File: src/rtl/aq_vlsu_st_data_queue_pkg.sv
// -----------------------------------------------------------------------------
// aq_vlsu_st_data_queue_pkg
// Shared configuration for the vector store-data queue: store data width,
// default queue depth and the packed view of one queued beat.
// -----------------------------------------------------------------------------
package aq_vlsu_st_data_queue_pkg;

    // Store data path width and default number of queue entries; these mirror
    // the core-wide configuration values.
    localparam int LSU_DATAW     = 64;
    localparam int DQ_DEPTH_DFLT = 4;

    // One beat as presented at the head of the queue.
    typedef struct packed {
        logic [LSU_DATAW-1:0] data;
        logic                 last;
        logic                 fls;
    } dq_beat_t;

endpackage : aq_vlsu_st_data_queue_pkg

File: src/rtl/aq_vlsu_st_data_queue_if.sv
// -----------------------------------------------------------------------------
// aq_vlsu_st_data_queue_if
// Bundle of the handshake/data signals around the store-data queue.
//   push side : vpu_vlsu_wdata_vld/_wdata/_wdata_last/_wdata_fls -> grnt
//   late data : vpu_vlsu_late_vld/_late_data (fills a head entry awaiting data)
//   pop side  : fwd_next <- vlsu_fwd_vld, vlsu_reg_seq_last, vlsu_reg_fls,
//               vlsu_reg_wdata_ready, vlsu_reg_data
// master = environment (VPU + align stage), slave = the queue.
// -----------------------------------------------------------------------------
interface aq_vlsu_st_data_queue_if;
    import aq_vlsu_st_data_queue_pkg::*;

    logic                 vpu_vlsu_wdata_vld;
    logic [LSU_DATAW-1:0] vpu_vlsu_wdata;
    logic                 vpu_vlsu_wdata_last;
    logic                 vpu_vlsu_wdata_fls;
    logic                 vpu_vlsu_late_vld;
    logic [LSU_DATAW-1:0] vpu_vlsu_late_data;
    logic                 vlsu_vpu_wdata_grnt;
    logic                 fwd_next;
    logic                 vlsu_fwd_vld;
    logic                 vlsu_reg_seq_last;
    logic                 vlsu_reg_fls;
    logic                 vlsu_reg_wdata_ready;
    logic [LSU_DATAW-1:0] vlsu_reg_data;

    modport master (
        output vpu_vlsu_wdata_vld, vpu_vlsu_wdata, vpu_vlsu_wdata_last,
               vpu_vlsu_wdata_fls, vpu_vlsu_late_vld, vpu_vlsu_late_data,
               fwd_next,
        input  vlsu_vpu_wdata_grnt, vlsu_fwd_vld, vlsu_reg_seq_last,
               vlsu_reg_fls, vlsu_reg_wdata_ready, vlsu_reg_data
    );

    modport slave (
        input  vpu_vlsu_wdata_vld, vpu_vlsu_wdata, vpu_vlsu_wdata_last,
               vpu_vlsu_wdata_fls, vpu_vlsu_late_vld, vpu_vlsu_late_data,
               fwd_next,
        output vlsu_vpu_wdata_grnt, vlsu_fwd_vld, vlsu_reg_seq_last,
               vlsu_reg_fls, vlsu_reg_wdata_ready, vlsu_reg_data
    );

endinterface : aq_vlsu_st_data_queue_if

File: src/rtl/aq_vlsu_st_data_queue_gated_clk_cell.sv
// -----------------------------------------------------------------------------
// gated_clk_cell
// Latch-based integrated clock gate. The enable is captured while clk_in is
// low so clk_out never glitches during the high phase.
//   clk_in             : free-running clock
//   module_en          : block-level force-on (clock gating disabled when 1)
//   local_en           : functional enable for this register group
//   pad_yy_icg_scan_en : scan mode, forces the clock on
//   clk_out            : gated clock
// -----------------------------------------------------------------------------
module gated_clk_cell (
    input  logic clk_in,
    input  logic module_en,
    input  logic local_en,
    input  logic pad_yy_icg_scan_en,
    output logic clk_out
);

    logic en_lat;

    always_latch begin
        if (!clk_in) begin
            en_lat <= module_en | local_en | pad_yy_icg_scan_en;
        end
    end

    assign clk_out = clk_in & en_lat;

endmodule : gated_clk_cell

File: src/rtl/aq_vlsu_st_data_queue.sv
// -----------------------------------------------------------------------------
// aq_vlsu_st_data_queue
// Vector store-data queue between the VPU and the store align stage.
// Holds DEPTH beats {data, last, fls}. A beat pushed with fls=1 carries no
// valid data yet; its data is delivered later on the late-data port while it
// is at the head. The late data is bypassed to the output the same cycle and
// written into the entry at the next edge.
//   forever_cpuclk      : clock
//   cpurst_b            : async active-low reset
//   cp0_vpu_icg_en      : clock gate force-on
//   pad_yy_icg_scan_en  : scan enable for the clock gates
//   rtu_yy_xx_flush     : synchronous flush, empties the queue
//   vlsu_st_dq_empty    : queue holds no entries
//   dq_if (slave)       : push, late-data and head/pop signals
// -----------------------------------------------------------------------------
module aq_vlsu_st_data_queue
    import aq_vlsu_st_data_queue_pkg::*;
#(
    parameter int DEPTH = DQ_DEPTH_DFLT
) (
    input  logic                    forever_cpuclk,
    input  logic                    cpurst_b,
    input  logic                    cp0_vpu_icg_en,
    input  logic                    pad_yy_icg_scan_en,
    input  logic                    rtu_yy_xx_flush,
    output logic                    vlsu_st_dq_empty,
    aq_vlsu_st_data_queue_if.slave  dq_if
);

    localparam int PW = $clog2(DEPTH);
    localparam logic [PW:0] PTR_ONE = (PW+1)'(1);

    // Pointers carry an extra wrap bit to tell full from empty.
    logic [PW:0]          head_q, head_d;
    logic [PW:0]          tail_q, tail_d;
    logic [DEPTH-1:0]     last_q, last_d;
    logic [DEPTH-1:0]     fls_q,  fls_d;
    logic [LSU_DATAW-1:0] data_q [DEPTH];

    logic [PW-1:0] head_idx;
    logic [PW-1:0] tail_idx;
    logic          empty;
    logic          full;
    logic          push;
    logic          pop;
    logic          late_hit;
    logic          push_wr;
    logic          late_wr;
    logic          ctrl_clk_en;
    logic          data_clk_en;
    logic          ctrl_clk;
    logic          data_clk;
    dq_beat_t      head_beat;

    assign head_idx = head_q[PW-1:0];
    assign tail_idx = tail_q[PW-1:0];

    assign empty = (head_q == tail_q);
    assign full  = (head_q[PW] != tail_q[PW]) && (head_idx == tail_idx);

    assign push     = dq_if.vpu_vlsu_wdata_vld && !full;
    assign pop      = dq_if.fwd_next && !empty;
    assign late_hit = dq_if.vpu_vlsu_late_vld && !empty && fls_q[head_idx];

    // A popped head leaves the queue, so its late data is not kept.
    assign push_wr = push && !rtu_yy_xx_flush;
    assign late_wr = late_hit && !pop && !rtu_yy_xx_flush;

    // ------------------------------------------------------------------
    // Clock gates
    // ------------------------------------------------------------------
    assign ctrl_clk_en = push || dq_if.fwd_next || dq_if.vpu_vlsu_late_vld
                         || rtu_yy_xx_flush || !empty;
    assign data_clk_en = push || dq_if.vpu_vlsu_late_vld;

    gated_clk_cell u_ctrl_gclk (
        .clk_in             (forever_cpuclk),
        .module_en          (cp0_vpu_icg_en),
        .local_en           (ctrl_clk_en),
        .pad_yy_icg_scan_en (pad_yy_icg_scan_en),
        .clk_out            (ctrl_clk)
    );

    gated_clk_cell u_data_gclk (
        .clk_in             (forever_cpuclk),
        .module_en          (cp0_vpu_icg_en),
        .local_en           (data_clk_en),
        .pad_yy_icg_scan_en (pad_yy_icg_scan_en),
        .clk_out            (data_clk)
    );

    // ------------------------------------------------------------------
    // Pointer / flag next state
    // ------------------------------------------------------------------
    always_comb begin
        head_d = head_q;
        tail_d = tail_q;
        last_d = last_q;
        fls_d  = fls_q;
        if (rtu_yy_xx_flush) begin
            head_d = '0;
            tail_d = '0;
            last_d = '0;
            fls_d  = '0;
        end else begin
            // Push and late write never target the same slot: that would
            // need head==tail index while non-empty, i.e. full, blocking push.
            if (push) begin
                tail_d           = tail_q + PTR_ONE;
                last_d[tail_idx] = dq_if.vpu_vlsu_wdata_last;
                fls_d[tail_idx]  = dq_if.vpu_vlsu_wdata_fls;
            end
            if (late_wr) begin
                fls_d[head_idx] = 1'b0;
            end
            if (pop) begin
                head_d = head_q + PTR_ONE;
            end
        end
    end

    always_ff @(posedge ctrl_clk or negedge cpurst_b) begin
        if (!cpurst_b) begin
            head_q <= '0;
            tail_q <= '0;
            last_q <= '0;
            fls_q  <= '0;
        end else begin
            head_q <= head_d;
            tail_q <= tail_d;
            last_q <= last_d;
            fls_q  <= fls_d;
        end
    end

    // Entry data is left unreset; it is only observed behind a valid flag.
    always_ff @(posedge data_clk) begin
        if (push_wr) begin
            data_q[tail_idx] <= dq_if.vpu_vlsu_wdata;
        end
        if (late_wr) begin
            data_q[head_idx] <= dq_if.vpu_vlsu_late_data;
        end
    end

    // ------------------------------------------------------------------
    // Head outputs
    // ------------------------------------------------------------------
    always_comb begin
        head_beat.data = late_hit ? dq_if.vpu_vlsu_late_data : data_q[head_idx];
        head_beat.last = !empty && last_q[head_idx];
        head_beat.fls  = !empty && fls_q[head_idx];
    end

    assign dq_if.vlsu_vpu_wdata_grnt  = !full;
    assign dq_if.vlsu_fwd_vld         = !empty;
    assign dq_if.vlsu_reg_seq_last    = head_beat.last;
    assign dq_if.vlsu_reg_fls         = head_beat.fls;
    assign dq_if.vlsu_reg_wdata_ready = late_hit;
    assign dq_if.vlsu_reg_data        = head_beat.data;
    assign vlsu_st_dq_empty           = empty;

endmodule : aq_vlsu_st_data_queue

File: src/flat_wrapper.sv
// flat-port wrapper written by rule: the top's interface ports become plain ports
module aq_vlsu_st_data_queue_flat import aq_vlsu_st_data_queue_pkg::*;
#(
    parameter int DEPTH = DQ_DEPTH_DFLT
)
  (forever_cpuclk, cpurst_b, cp0_vpu_icg_en, pad_yy_icg_scan_en, rtu_yy_xx_flush, vlsu_st_dq_empty, dq_if_vpu_vlsu_wdata_vld, dq_if_vpu_vlsu_wdata, dq_if_vpu_vlsu_wdata_last, dq_if_vpu_vlsu_wdata_fls, dq_if_vpu_vlsu_late_vld, dq_if_vpu_vlsu_late_data, dq_if_fwd_next, dq_if_vlsu_vpu_wdata_grnt, dq_if_vlsu_fwd_vld, dq_if_vlsu_reg_seq_last, dq_if_vlsu_reg_fls, dq_if_vlsu_reg_wdata_ready, dq_if_vlsu_reg_data);
  aq_vlsu_st_data_queue_if dq_if_i ();
  input  logic forever_cpuclk;
  input  logic cpurst_b;
  input  logic cp0_vpu_icg_en;
  input  logic pad_yy_icg_scan_en;
  input  logic rtu_yy_xx_flush;
  output logic vlsu_st_dq_empty;
  input wire logic [$bits(dq_if_i.vpu_vlsu_wdata_vld)-1:0] dq_if_vpu_vlsu_wdata_vld;
  input wire logic [$bits(dq_if_i.vpu_vlsu_wdata)-1:0] dq_if_vpu_vlsu_wdata;
  input wire logic [$bits(dq_if_i.vpu_vlsu_wdata_last)-1:0] dq_if_vpu_vlsu_wdata_last;
  input wire logic [$bits(dq_if_i.vpu_vlsu_wdata_fls)-1:0] dq_if_vpu_vlsu_wdata_fls;
  input wire logic [$bits(dq_if_i.vpu_vlsu_late_vld)-1:0] dq_if_vpu_vlsu_late_vld;
  input wire logic [$bits(dq_if_i.vpu_vlsu_late_data)-1:0] dq_if_vpu_vlsu_late_data;
  input wire logic [$bits(dq_if_i.fwd_next)-1:0] dq_if_fwd_next;
  output wire logic [$bits(dq_if_i.vlsu_vpu_wdata_grnt)-1:0] dq_if_vlsu_vpu_wdata_grnt;
  output wire logic [$bits(dq_if_i.vlsu_fwd_vld)-1:0] dq_if_vlsu_fwd_vld;
  output wire logic [$bits(dq_if_i.vlsu_reg_seq_last)-1:0] dq_if_vlsu_reg_seq_last;
  output wire logic [$bits(dq_if_i.vlsu_reg_fls)-1:0] dq_if_vlsu_reg_fls;
  output wire logic [$bits(dq_if_i.vlsu_reg_wdata_ready)-1:0] dq_if_vlsu_reg_wdata_ready;
  output wire logic [$bits(dq_if_i.vlsu_reg_data)-1:0] dq_if_vlsu_reg_data;
  assign dq_if_i.vpu_vlsu_wdata_vld = dq_if_vpu_vlsu_wdata_vld;
  assign dq_if_i.vpu_vlsu_wdata = dq_if_vpu_vlsu_wdata;
  assign dq_if_i.vpu_vlsu_wdata_last = dq_if_vpu_vlsu_wdata_last;
  assign dq_if_i.vpu_vlsu_wdata_fls = dq_if_vpu_vlsu_wdata_fls;
  assign dq_if_i.vpu_vlsu_late_vld = dq_if_vpu_vlsu_late_vld;
  assign dq_if_i.vpu_vlsu_late_data = dq_if_vpu_vlsu_late_data;
  assign dq_if_i.fwd_next = dq_if_fwd_next;
  assign dq_if_vlsu_vpu_wdata_grnt = dq_if_i.vlsu_vpu_wdata_grnt;
  assign dq_if_vlsu_fwd_vld = dq_if_i.vlsu_fwd_vld;
  assign dq_if_vlsu_reg_seq_last = dq_if_i.vlsu_reg_seq_last;
  assign dq_if_vlsu_reg_fls = dq_if_i.vlsu_reg_fls;
  assign dq_if_vlsu_reg_wdata_ready = dq_if_i.vlsu_reg_wdata_ready;
  assign dq_if_vlsu_reg_data = dq_if_i.vlsu_reg_data;
  aq_vlsu_st_data_queue #(.DEPTH(DEPTH)) u_core (.forever_cpuclk(forever_cpuclk), .cpurst_b(cpurst_b), .cp0_vpu_icg_en(cp0_vpu_icg_en), .pad_yy_icg_scan_en(pad_yy_icg_scan_en), .rtu_yy_xx_flush(rtu_yy_xx_flush), .vlsu_st_dq_empty(vlsu_st_dq_empty), .dq_if(dq_if_i));
endmodule
File: config.mk
export PLATFORM = sky130hd
export DESIGN_NAME = aq_vlsu_st_data_queue_flat
export DESIGN_NICKNAME = d
export VERILOG_FILES = /design/src/rtl/aq_vlsu_st_data_queue_pkg.sv /design/src/rtl/aq_vlsu_st_data_queue_if.sv /design/src/rtl/aq_vlsu_st_data_queue_gated_clk_cell.sv /design/src/rtl/aq_vlsu_st_data_queue.sv /design/src/flat_wrapper.sv
export SDC_FILE = /design/constraint.sdc
export NUM_CORES = 1
export LEC_CHECK = 0
export CAP_MARGIN = 0
export CORE_ASPECT_RATIO = 1.1
export CORE_MARGIN = 4
export CORE_UTILIZATION = 24
export DETAILED_ROUTE_END_ITERATION = 10
export PLACE_DENSITY = 0.52
export SYNTH_ARGS = -nofsm -noshare
export SYNTH_HDL_FRONTEND = slang
export SYNTH_HIERARCHICAL = 1
export SYNTH_SLANG_ARGS = --single-unit
export TNS_END_PERCENT = 100
File: constraint.sdc
create_clock -name vclk -period 1.3
set_input_delay 0.13 -clock vclk [all_inputs]
set_output_delay 0.13 -clock vclk [all_outputs]
set_load 0.05 [all_outputs]
==> results by stage, run 1 <==
Run status:
- The flow ran to the end, but the final reports show violations.
- The final reports fail on negative setup slack.

Timing:
- After layout, the minimum clock period comes to 1319 ps.
- The maximum clock frequency is 758.4 MHz.
- The worst setup slack after layout is -18.51 ps.
- The count of endpoints failing hold in the final timing report is 0.
- Setup violations remaining at the end of the flow were counted as 9.
- The max-slew headroom at the worst pin is 0.2981.
- Setup repair after global routing could not meet its margin everywhere.
- The number of unconstrained endpoints is 533.
- The number of register pins that no clock reaches is 272.
- Across all hold checks on the routed design, the worst slack comes to 931.6 ps.
- The transition at the pin with the smallest max-transition slack is 1053 ps.
- The number of max-slew violations in the final report is 0.
- Dividing the final minimum period by the clock period gives 1.014.

Global route:
- The via count of the first global-routing pass is 8711.
- For this run, the total global-route usage over all layers was measured as 0.1186.
- Entering global routing, the biggest net connects 97 pins.
- The total overflow left after global routing is 0.
- The number of antenna violations at the first check in global routing is 3.
- The first global-routing pass estimated 57.75 mm of wire.

Synth:
- In this run the cell area of the synthesized design comes to 0.01424 mm2.
- The synthesized flop and latch total is 272.
- The share of synthesized area in the top cell type comes to 0.5397.
- The share of synthesized flip-flops with an asynchronous set or reset is 0.05147.
- The number of distinct library cells after synthesis is 36.
- The largest total area in the synthesized netlist belongs to edfxtp_1.
- The mean post-synth cell area is 17.96 um2.
- When the netlist entered floorplanning its net count stood at 939.
- After synthesis, the cell types taking the most area are edfxtp_1, mux2_2, mux4_2.
- The dominant synthesized flop cell is edfxtp_1.
- After technology mapping, the gate count stands at 793.
- Yosys printed 6 warnings.
- Counting flops with a built-in enable in the synthesized netlist gives 256.

Critical path:
- The classification of the worst setup path is in2out.
- The endpoint required time on the critical path is 1170 ps.
- The maximum fanout encountered on the critical timing path is 8.
- The endpoint class of the critical path is an output port.
- The critical path data arrival time is 1190 ps.
- The sort of element at the start of the critical path is an input port.

Detailed routing:
- The wire length per cell after detailed routing is 21.97 um.
- The ratio of routed vias to standard cells is 4.436.
- The number of DRC markers after the initial detailed-route iteration is 431.
- The number of antenna-violating nets in the routed design is 0.
- The first-pass iteration count of the detailed router is 4.
- The via count of the routed design is 7932.
- Wires add up to 39.29 mm.
- The remaining routing DRC violations is 0.

Layout:
- The final layout net count is 1175.
- The top cell types in the final layout, fill and taps aside, are mux2_2, edfxtp_1, clkdlybuf4s50_1.
- The synthesis-to-layout area growth is 29.76%.
- Leaving out fill and tap cells, the most frequent cell in the layout is mux2_2.
- The utilization of the core after routing is 0.3152.
- The fraction of layout cells with a size suffix above 1 is 0.5112.

Min path:
- The min-delay analysis places its worst path in the category in2out.
- The startpoint identified for the worst hold timing path is dq_if_vpu_vlsu_late_vld.
- The path with the worst hold slack has its endpoint at dq_if_vlsu_reg_wdata_ready.
- The worst hold path was traced through 6 stages.

Floorplan:
- The overall die width is 240.3 um.
- In this run the core area contains 93 standard-cell rows.
- The floorplan step defined a core boundary enclosing 0.05865 mm2.
- The die covers 0.06332 mm2.
- The overall die height is 263.5 um.
- The initial cell density of the core is 0.2429.
- During I/O placement, the number of pins put on the boundary was 208.

Power and ir drop:
- The worst-case vdd ir drop is 0.0001138 V.
- The power per unit of standard cell area is 190.4 mW/mm2.
- The leakage power is 6.375 nW.
- Total power for the finished layout comes to 3.520 mW.

Placement:
- At the end of routability-driven placement, the weighted congestion stood at 0.7207.
- The count of buffers from port buffering is 208.
- After legalization and detailed placement, the total HPWL measured 24.21 mm.

Run:
- Across the run, the number of max-cap violations was 0.

Clocking:
- The total of hold buffers inserted after clock tree synthesis is 0.
Yosys cell counts (2+ instances only):
cell and number:
dlxtn_1 2, buf_1 6, xnor2_1 5, xor2_1 3, mux2i_1 10, and2_1 2, buf_2 5, clkbuf_1 9
dfrtp_1 14, inv_1 7, nand4_4 4, a21o_1 3, nor2_1 12, a31oi_1 4, edfxtp_1 256, or3_1 2
and4_1 3, ha_1 8, nor3_1 4, mux4_2 66, buf_4 3, mux2_2 301, nand2_1 5, buf_6 29
mux2_1 19
through the flow:
step                cells  area (um2)  TNS (ps)  setup slack (ps)
floorplan             793       14250    -456.6            -9.656
CTS                  1786       18390    -552.0            -38.89
detailed placement   1778       18090    -27200            -457.5
global route         1787       18480    -573.3            -46.19
global placement     1778       18090    -27470            -461.1
finish               1788       18480    -121.3            -18.51
where the power goes:
part | switching (mW) | total, mW | internal (mW)
logic | 1.24 | 2.65 | 1.41
clock network | 0 | 0.000000103 | 0.000000103
registers | 0.0463 | 0.872 | 0.826
total | 1.28 | 3.52 | 2.24
final cells by class:
type	instances	area, um2
Sequential cell	272	8075
Multi-Input combinational cell	462	5907
Fill cell	5812	40160
Timing Repair Buffer	286	3522
Inverter	7	26.28
Antenna cell	1	2.502
Tap cell	760	950.9
kinds of logic (layout without fill, tap and decap cells):
logic type / after synthesis / after routing / synth area share
mux: 396 / 396 / 0.3643
latches: 2 / 2 / 0.002108
other cells: 0 / 1 / 0
flops: 270 / 270 / 0.5643
simple gates: 37 / 37 / 0.01774
buf+inv: 59 / 293 / 0.03206
xor+xnor: 9 / 9 / 0.006061
compound gates: 12 / 12 / 0.006412
fa+ha+maj: 8 / 8 / 0.007027
sequential cells by signal, indices dropped and copies added (netlist names):
signal	count
u_core/u_data_gclk/en_lat	1
u_core/last_q	4
u_core/tail_q	3
u_core/data_q	256
u_core/fls_q	4
u_core/u_ctrl_gclk/en_lat	1
u_core/head_q	3
how the worst max path moves through the flow:
stage	start	to	cells after the start
after detailed placement	dq_if_vpu_vlsu_late_vld	dq_if_vlsu_reg_data[63]	5
final	dq_if_vpu_vlsu_late_vld	dq_if_vlsu_reg_data[5]	6
after floorplan	dq_if_vpu_vlsu_late_vld	dq_if_vlsu_reg_data[14]	5
after CTS	dq_if_vpu_vlsu_late_vld	dq_if_vlsu_reg_data[15]	6
after global placement	dq_if_vpu_vlsu_late_vld	dq_if_vlsu_reg_data[63]	5
after global routing	dq_if_vpu_vlsu_late_vld	dq_if_vlsu_reg_data[38]	6
repair_timing:
action                     CTS  global route
cloned                       5             1
pin swaps                    0             0
gates resized for setup     34            19
setup endpoints to repair   65            30
setup buffers                4             0
worst max-delay path, cell delays in order:
cell and delay (ps):
buf_8 110, nand2_8 70, buf_12 160, buf_16 160
mux2_2 370, buf_12 150
routing by layer:
| metal | global-route usage | routed length (um) | vias up |
|---|---|---|---|
| li1 | - | - | 3657 |
| met1 | 0.1669 | 18120 | 4125 |
| met2 | 0.2129 | 19930 | 138 |
| met3 | 0.007753 | 1094 | 8 |
| met4 | 0.002964 | 122 | 4 |
| met5 | 0 | 27 | - |
(Power assumes the default switching activity.)
==> inputs of run 2 (changes only) <==
CORE_UTILIZATION = 50   (was 24)
PLACE_DENSITY = 0.86   (was 0.52)
==> run 2 against run 1 <==
Net effect:
- the run now ends clean
- cell count decreased by 22%
- setup slack gained 27 ps
- fmax is 2.1% higher
- utilization increased by 32 points
- critical endpoint is now dq_if_vlsu_reg_data[31]
- highest routed layer is now met4
==> results by stage, run 2 (synthesized netlist as in run 1, its figures left out) <==
Run status:
- The flow ran to the end, and the final reports show no timing, DRC or antenna violations.

Floorplan:
- The die covers 0.03126 mm2.
- During I/O placement, the number of pins put on the boundary was 208.
- The initial cell density of the core is 0.5097.
- The number of rows in the core area is 64.
- The overall die width is 168.9 um.
- In this run the vertical extent of the chip is 185.0 um.
- The area of the core region is 0.02795 mm2.

Global route:
- Summed over all layers, the global routing overflow is 0.
- The number of antenna violations at the first check in global routing was 3.
- The global-route track usage on met2 is 0.3632.
- The global routing stage identified its most utilized layer as met2.
- The via count of the first global-routing pass was 8829.
- For this run, the total global-route usage over all layers was measured as 0.1991.
- The maximum number of pins on one net before global-route repair is 130.
- The wire length of the first global-routing pass is 49.47 mm.
- For this run, global-route usage on met3 was measured as 0.01793.
- In the global route stage, met1 resource usage came out at 0.2718.

Detailed routing:
- The first detailed-routing pass took 5 iterations.
- In the final routed layout, each cell accounts on average for 23.13 um.
- In the routed layout, each cell is associated on average with a via count of 5.769.
- The final wirelength is 32.32 mm.
- The first routing iteration left 491 violations.
- The remaining routing DRC violations is 0.
- The via count of the routed design is 8059.
- The count of nets left with antenna violations once routing finished came out at 0.

Timing:
- Setup repair after global routing could not meet its margin everywhere.
- Measured against its own limit, the worst slew margin works out to 0.2151.
- The final-report setup violation count is 0.
- Static timing analysis puts the maximum clock frequency at 774.2 MHz.
- The number of max-slew violations in the final report is 0.
- 533 endpoints have no timing constraint.
- Of the available clock period, the critical path in the final layout requires 0.9935.
- The smallest hold slack is 951.8 ps.
- The clock period minus final worst setup slack is 1292 ps.
- The count of endpoints failing hold in the final timing report came to 0.
- At the pin with the least slew margin, the transition time is 1177 ps.
- The timer found 272 register pins that no clock reaches; their paths are not timed.
- The final total negative setup slack is 0 ps.

Run:
- The count of maximum capacitance violations is 0.

Placement:
- The last weighted congestion value of the routability-driven placer is 0.7894.
- The count of buffers from port buffering is 208.
- The instance count after placement with tap cells included is 1386.
- The HPWL reported at the end of detailed placement is 20.20 mm.

Layout:
- In the final layout, the registers with the most flip-flops are u_core/data_q x256, u_core/fls_q x4, u_core/last_q x4.
- The utilization of the core after routing is 0.6392.
- The register with the most flip-flops in the layout has 256 of them.
- More flip-flops sit in one register than any other, and that register is u_core/data_q.
- In the layout the commonest cells are mux2_2, edfxtp_1, clkdlybuf4s50_1.
- The final instance count without filler cells is 1397.
- The leading cell type in the layout, fill and taps excluded is mux2_2.
- The synthesis-to-layout area growth is 25.41%.
- Of the cells placed in the final design, the portion with a size suffix greater than 1 is 0.5131.
- The final layout net count is 1179.

Critical path:
- At the worst endpoint, the arrival time is 1160 ps.
- The maximum cell stage delay along the critical path is 360 ps.
- The critical path is of the in2out type.
- The sort of element at the start of the critical path is an input port.
- The endpoint required time on the critical path is 1170 ps.
- In this run the worst path has a maximum fanout of 6.
- The worst setup path is captured at an output port.
- The slowest cell on the critical path is mux2_2.
- The most repeated library cell on the critical path is buf_12.
- The critical path goes through buf_6 -> nand2_8 -> buf_12 -> clkbuf_16 -> mux2_2 -> buf_12.

Clocking:
- The total of hold buffers inserted after clock tree synthesis is 0.

Power and ir drop:
- Across the VDD grid, the largest voltage drop is 0.0003540 V.
- The power per unit of standard cell area is 194.8 mW/mm2.
- The analysis attributes to cell leakage a power of 6.235 nW.

Min path:
- The type of the worst min-delay path is in2out.
## run 2: what timing repair did
action                     in CTS  in global routing
cloned                          3                  1
gates resized for setup        23                  1
setup buffers                   4                  0
setup endpoints to repair      65                 20
## run 2: metal layers
metal	vias up	wire (um)
li1	3676	-
met4	0	324
met2	211	16910
met3	20	1668
met1	4152	13410
met5	-	0
## run 2: critical path: cells and delay by family
family,cells,cell delay (ps)
multiplexers,1,360
buffers and inverters,4,580
AND/OR/NAND/NOR,1,80
## run 2: through the flow
| step | setup WS (ps) | cell area, um2 | total power, mW |
|---|---|---|---|
| 3_5_place_dp | -352.6 | 17630 | 3.447 |
| 4_1_cts | 0.1389 | 17830 | 3.490 |
| 2_1_floorplan | -9.656 | 14250 | 2.070 |
| 6_report | 8.400 | 17860 | 3.480 |
| 5_1_grt | -12.34 | 17860 | 3.643 |
| 3_3_place_gp | -335.0 | 17630 | 3.382 |
## run 2: area by class of cell
type                    instances  area [um2]
diodes                          3       7.507
fillers                      1893       10080
inverters                       7       26.28
multi-input cells             462        5821
flip-flops and latches        272        8075
well taps                     363       454.2
repair buffers                290        3481
## run 2: report_power, final
group	switching, mW	internal, mW
logic	1.22	1.40
clock network	0	0.000000309
registers	0.0359	0.831
total	1.25	2.23
## run 2: final timing paths
check / start / to / cells past startpoint
setup / recovery: dq_if_vpu_vlsu_late_vld / dq_if_vlsu_reg_data[31] / 6
hold / removal: dq_if_vpu_vlsu_late_vld / dq_if_vlsu_reg_wdata_ready / 6
